`src/rtl/hex_display_pkg.sv`:
```
// rtl/hex_display_pkg.sv - shared constants and helpers for the hex display scanner
package hex_display_pkg;

    // All segments off (active-low)
    localparam logic [6:0] SEG_BLANK = 7'h7F;

    // Active-low segment patterns {g,f,e,d,c,b,a} for nibbles 0..F
    localparam logic [6:0] SEG_TABLE [16] = '{
        7'h40, 7'h79, 7'h24, 7'h30,
        7'h19, 7'h12, 7'h02, 7'h78,
        7'h00, 7'h10, 7'h08, 7'h03,
        7'h46, 7'h21, 7'h06, 7'h0E
    };

    // Bits needed to index n items; never less than one bit
    function automatic int idx_width(input int n);
        return (n <= 2) ? 1 : $clog2(n);
    endfunction

endpackage

```
`src/rtl/seg_decode.sv`:
```
// rtl/seg_decode.sv - combinational nibble to active-low seven-segment decode
module seg_decode
    import hex_display_pkg::*;
(
    input  logic [3:0] nibble,
    output logic [6:0] seg
);

    // Table lookup of the segment pattern for the selected nibble
    always_comb begin
        seg = SEG_TABLE[nibble];
    end

endmodule

```
`src/rtl/hex_display_scan.sv`:
```
// rtl/hex_display_scan.sv - multiplexed hex display scanner, optional blanking via HEX_SCAN_LZB_EN
module hex_display_scan
    import hex_display_pkg::*;
#(
    parameter int N_DIGITS = 4,
    parameter int SCAN_DIV = 50000
) (
    input  logic                  clk,
    input  logic                  reset,
    input  logic [4*N_DIGITS-1:0] value,
    input  logic [N_DIGITS-1:0]   dp,
    input  logic                  load,
    input  logic                  lzb,
    output logic                  pending,
    output logic [6:0]            seg,
    output logic                  seg_dp,
    output logic [N_DIGITS-1:0]   an
);

    localparam int IW = idx_width(N_DIGITS);
    localparam int SW = idx_width(SCAN_DIV);
    localparam logic [SW-1:0] SLOT_LAST = SW'(SCAN_DIV - 1);
    localparam logic [IW-1:0] DIG_LAST  = IW'(N_DIGITS - 1);

    logic [SW-1:0]         slot_cnt;
    logic [IW-1:0]         digit_idx;
    logic                  slot_wrap;
    logic                  frame_end;
    logic                  slot_active;

    logic [4*N_DIGITS-1:0] pend_value;
    logic [N_DIGITS-1:0]   pend_dp;
    logic [4*N_DIGITS-1:0] shadow_value;
    logic [N_DIGITS-1:0]   shadow_dp;

    logic [3:0]            sel_nibble;
    logic                  sel_dp;
    logic [N_DIGITS-1:0]   an_sel;
    logic [6:0]            dec_seg;
    logic                  lzb_blank;

    assign slot_wrap   = (slot_cnt == SLOT_LAST);
    assign frame_end   = slot_wrap && (digit_idx == DIG_LAST);
    assign slot_active = (slot_cnt != '0);

    // Slot cycle counter and digit index; digit advances when the slot wraps
    always_ff @(posedge clk or posedge reset) begin
        if (reset) begin
            slot_cnt  <= '0;
            digit_idx <= '0;
        end else if (slot_wrap) begin
            slot_cnt  <= '0;
            digit_idx <= (digit_idx == DIG_LAST) ? '0 : digit_idx + IW'(1);
        end else begin
            slot_cnt  <= slot_cnt + SW'(1);
        end
    end

    // Double-buffered value: loads park in the pending register and reach the
    // shadow only at a frame boundary so a frame never mixes two values
    always_ff @(posedge clk or posedge reset) begin
        if (reset) begin
            pend_value   <= '0;
            pend_dp      <= '0;
            pending      <= 1'b0;
            shadow_value <= '0;
            shadow_dp    <= '0;
        end else if (frame_end) begin
            if (load) begin
                shadow_value <= value;
                shadow_dp    <= dp;
            end else if (pending) begin
                shadow_value <= pend_value;
                shadow_dp    <= pend_dp;
            end
            pending <= 1'b0;
        end else if (load) begin
            pend_value <= value;
            pend_dp    <= dp;
            pending    <= 1'b1;
        end
    end

    // Select the nibble, decimal point and anode pattern of the current digit
    always_comb begin
        sel_nibble = 4'd0;
        sel_dp     = 1'b0;
        an_sel     = '1;
        for (int i = 0; i < N_DIGITS; i++) begin
            if (digit_idx == IW'(i)) begin
                sel_nibble = shadow_value[4*i +: 4];
                sel_dp     = shadow_dp[i];
                an_sel[i]  = 1'b0;
            end
        end
    end

`ifdef HEX_SCAN_LZB_EN
    logic [IW-1:0] msnz_idx;

    // Locate the most significant nonzero digit; digit 0 is always shown
    always_comb begin
        msnz_idx = '0;
        for (int i = 1; i < N_DIGITS; i++) begin
            if (shadow_value[4*i +: 4] != 4'd0) begin
                msnz_idx = IW'(i);
            end
        end
        lzb_blank = lzb && (digit_idx > msnz_idx);
    end
`else
    logic unused_lzb;

    // Blanking not built: every digit is displayed
    always_comb begin
        unused_lzb = lzb;
        lzb_blank  = 1'b0;
    end
`endif

    seg_decode u_seg_decode (
        .nibble (sel_nibble),
        .seg    (dec_seg)
    );

    // Registered drive; slot cycle 0 stays dark so the previous digit's
    // segments never ghost onto the newly enabled anode
    always_ff @(posedge clk or posedge reset) begin
        if (reset) begin
            seg    <= SEG_BLANK;
            seg_dp <= 1'b1;
            an     <= '1;
        end else if (!slot_active) begin
            seg    <= SEG_BLANK;
            seg_dp <= 1'b1;
            an     <= '1;
        end else begin
            seg    <= lzb_blank ? SEG_BLANK : dec_seg;
            seg_dp <= !sel_dp;
            an     <= an_sel;
        end
    end

endmodule

```
`config.mk`:
```
export PLATFORM = sky130hd
export DESIGN_NAME = hex_display_scan
export DESIGN_NICKNAME = d
export VERILOG_FILES = /design/src/rtl/hex_display_pkg.sv /design/src/rtl/seg_decode.sv /design/src/rtl/hex_display_scan.sv
export SDC_FILE = /design/constraint.sdc
export NUM_CORES = 1
export LEC_CHECK = 0
export BUFFER_PORTS_ARGS = -buffer_cell sky130_fd_sc_hd__buf_4
export CAP_MARGIN = 20
export CORE_UTILIZATION = 45
export CTS_BUF_LIST = sky130_fd_sc_hd__clkbuf_4
export CTS_CLUSTER_SIZE = 28
export DETAILED_ROUTE_END_ITERATION = 12
export SLEW_MARGIN = 20
export SYNTH_ARGS = -nofsm -noshare
export SYNTH_HDL_FRONTEND = slang
export SYNTH_SLANG_ARGS = --single-unit
```
`constraint.sdc`:
```
create_clock -name clk -period 3.4 [get_ports clk]
set_input_delay 0.68 -clock clk [delete_from_list [all_inputs] [get_ports clk]]
set_output_delay 0.68 -clock clk [all_outputs]
set_load 0.005 [all_outputs]
```
==> impl_results.md <==
- Crit-path max FO: 11
- Final period util: roughly 76%
- Final core utilization: 54.3%
- Top cells by area, synth: dfrtp_1 (42%), dfstp_2 (9.0%), nand3_1 (7.0%), mux2_1 (6.4%), nand2_1 (5.0%)
- Data arrival, critical path: a little under 3000 ps
- Area leader, netlist: dfrtp_1
- CTS tree: done
- Area of the multi-input gates: between 1500 and 2000 µm²
- Total clock buffers created by CTS: 9
- # nets final: between 400 and 500
- Mapped cell area: 3520 µm²
- Initial antenna violation count: 0
- RD Place Congestion: about 0.8
- CTS clk-pin slew, worst paths: about 120 ps
- Clock sink count: 71
- Mapped Nets: roughly 380
- Diode count: 0
- Post-synthesis sequential area ratio: between 50% and 60%
- Starting density of the core: between 40 and 50%
- Status: complete, no violations
- RSZ-0062 raised after global routing: false
- Io pins: 37
- Slew @ Worst Pin: approximately 680 ps
- Worst rel slew slack: between 50 and 60%
- Die width: 90.4 µm
- Share of post-route cells with drive strength above 1: around a fifth
- PwrDens: about 400 nW/µm²
- Fillcell total: slightly below 700
- Post-DP HPWL: about 5.0 mm
- Async set-reset flop share out of synthesis: 100%
- Post-Synth Simple-Gate Area: 19.0%
- CP Class: reg2reg
- Post-synthesis mux area share: under 10%
- Resized Gates After CTS: 0
- Final Cell Area: between 4000 and 5000 µm²
- Setup violators final: 0
- Die Height: roughly 90 µm
- Total grt overflow: 0
- Number of global-route vias before repair: 2566
- Routed wire per std cell: 15.7 µm
- Post-route antenna net violation count: 0
- Via count: around 2700
- Root buffer cell: clkbuf_4
- Ys Warns: 0
- Peak Freq: between 300 and 400 MHz
- Setup Fix Bufs, Post-CTS: 0
- Post-synthesis compound-gate area fraction: around 11%
- Max Cap Viol: 0
- Clk_skew: 11.2 ps
- H-tree depth: 3
- Avg Inst Size Synth: 10.4 µm²
- Pwr Total: about 1.6 mW
- Crit. End Element: flop
- #FFs+latches synth: just over 70
- Worst hold path class: in2async
- Clock buffer depth: 2
- Top_reg_cell synth: dfrtp_1
- Routed WL: between 7 and 8 mm
- Worst path required time: between 3000 and 4000 ps
- Most frequent cell after synthesis: dfrtp_1
- Skew-Pair Late Insertion Delay: slightly above 400 ps
- DRT iter0 DRCs: around 120
- First-pass GRT wire length: ~13 mm
- Most frequent cells after synthesis: dfrtp_1 (59), nand3_1 (49), nand2_1 (47)
- Post-synth top area share: a little over two fifths
- Post-Synth XOR/XNOR Area: under 10%
- Adder-cell share of the synthesized area: under 10%
- Post-DP Area: 3840 µm²
- Max-slew violations: 0
- Number of flops mapped to enable cells by yosys: 0
- Syn Inst Count: 339
- Dpl cells: 460
- Row count: 31
- Peak supply drop: roughly 0.26 mV
- Post-synth cell types: 43
- Largest net degree at the start of global routing: 41
- Register cell area after layout: 1790 µm²
- Final hold violation count: 0
- Die ar.: ~8000 µm²
- Final Non-Filler Cells: 476
- Gr usage total: roughly 20%
- Critical Path Start Type: flop
- Cts hold-fix bufs: 0
- Total Neg Setup Slack: 0 ps
- Largest family of logic cells by synthesized area: simple AND/OR/NAND/NOR gates
- Buffers added on ports: 35
- Core area: about 7400 µm²
- Final min period: around 2600 ps
- First-pass detailed-route iteration total: 5
- Leak: about 1.8 nW
- Syn-to-layout area delta: 14.3%
- Vias per inst: 5.58
- DRC: 0
-- area by class of cell --
| class | instances | share of cell area (%) |
|---|---|---|
| timing repair buffer | 42 | 7.84 |
| multi-input combinational | 237 | 39.0 |
| sequential | 71 | 44.6 |
| tap | 99 | 3.08 |
| clock inverter | 7 | 2.77 |
| inverter | 11 | 1.03 |
| clock buffer | 9 | 1.68 |
-- per-layer routing --
| layer | GRT usage [%] | up-vias | part of all wire [%] |
|---|---|---|---|
| li1 | - | 1292 | - |
| met1 | 30.2 | 1305 | 51 |
| met2 | 28.9 | 51 | 45 |
| met3 | 3.87 | 6 | 2.8 |
| met4 | 7.12 | 0 | 1.1 |
| met5 | 0 | - | 0 |
-- cell families after synthesis --
family	Yosys count
AO/OA/AOI/OAI	53
XOR/XNOR	13
AND/OR/NAND/NOR	137
adder cells (fa/ha/maj)	12
buffers and inverters	31
multiplexers	22
flip-flops	71
-- sequential cells by signal (all words and copies together) (netlist names) --
register	count
an	4
digit_idx	2
pend_dp	4
pend_value	16
pending	1
seg	7
seg_dp	1
shadow_dp	4
shadow_value	16
slot_cnt	16
-- worst max-delay path, cell delays in order, from the launching register on --
cell and delay (ps):
dfrtp_1 400, ha_1 400, nand2b_1 230, o22ai_1 110, a31oi_1 480, inv_1 220
ha_1 340, nand3_1 70, o21ai_0 80, a31oi_1 190
-- worst paths after layout --
kind | startpoint | to | slack, ps | cells after the start
worst min-delay path | reset | pend_dp[2] | 360 | 2
min in group clk | value[5] | pend_value[5] | 480 | 2
max in group asynchronous | reset | an[0] | 2240 | 3
worst max-delay path | digit_idx[1] | seg[3] | 800 | 9
worst min register to register | pend_value[12] | pend_value[12] | 510 | 1
worst max register to register | digit_idx[1] | seg[3] | 800 | 9
-- cells in the final DEF, fill, tap and decap left out, drive strengths merged, types with 3 or more instances in the layout --
cell	netlist	final
nand3	49	49
o21ai	9	9
inv	11	11
dfstp	12	12
a21oi	7	7
nand2	47	47
nand3b	3	3
buf	8	42
bufinv	0	3
xnor2	7	7
ha	12	12
a32oi	19	19
nor2	15	15
nor3	4	4
dfrtp	59	59
clkbuf	12	9
xor2	6	6
o221ai	4	4
and3	4	4
clkinv	0	3
nand4	3	3
mux2	20	20
-- stage by stage --
stage	setup WS, ps	hold slack (ps)
after detailed placement	867	481
after CTS	833	363
after floorplan	943	463
after global placement	866	475
after global routing	554	403
final	801	358
-- power by group --
part | leakage, nW | total (mW) | internal, mW | switching (mW)
combinational | 0.890 | 0.0782 | 0.0358 | 0.0424
clock | 0.0933 | 0.669 | 0.367 | 0.302
sequential | 0.785 | 0.881 | 0.869 | 0.0122
total | 1.77 | 1.63 | 1.27 | 0.357
(Power assumes the default switching activity.)
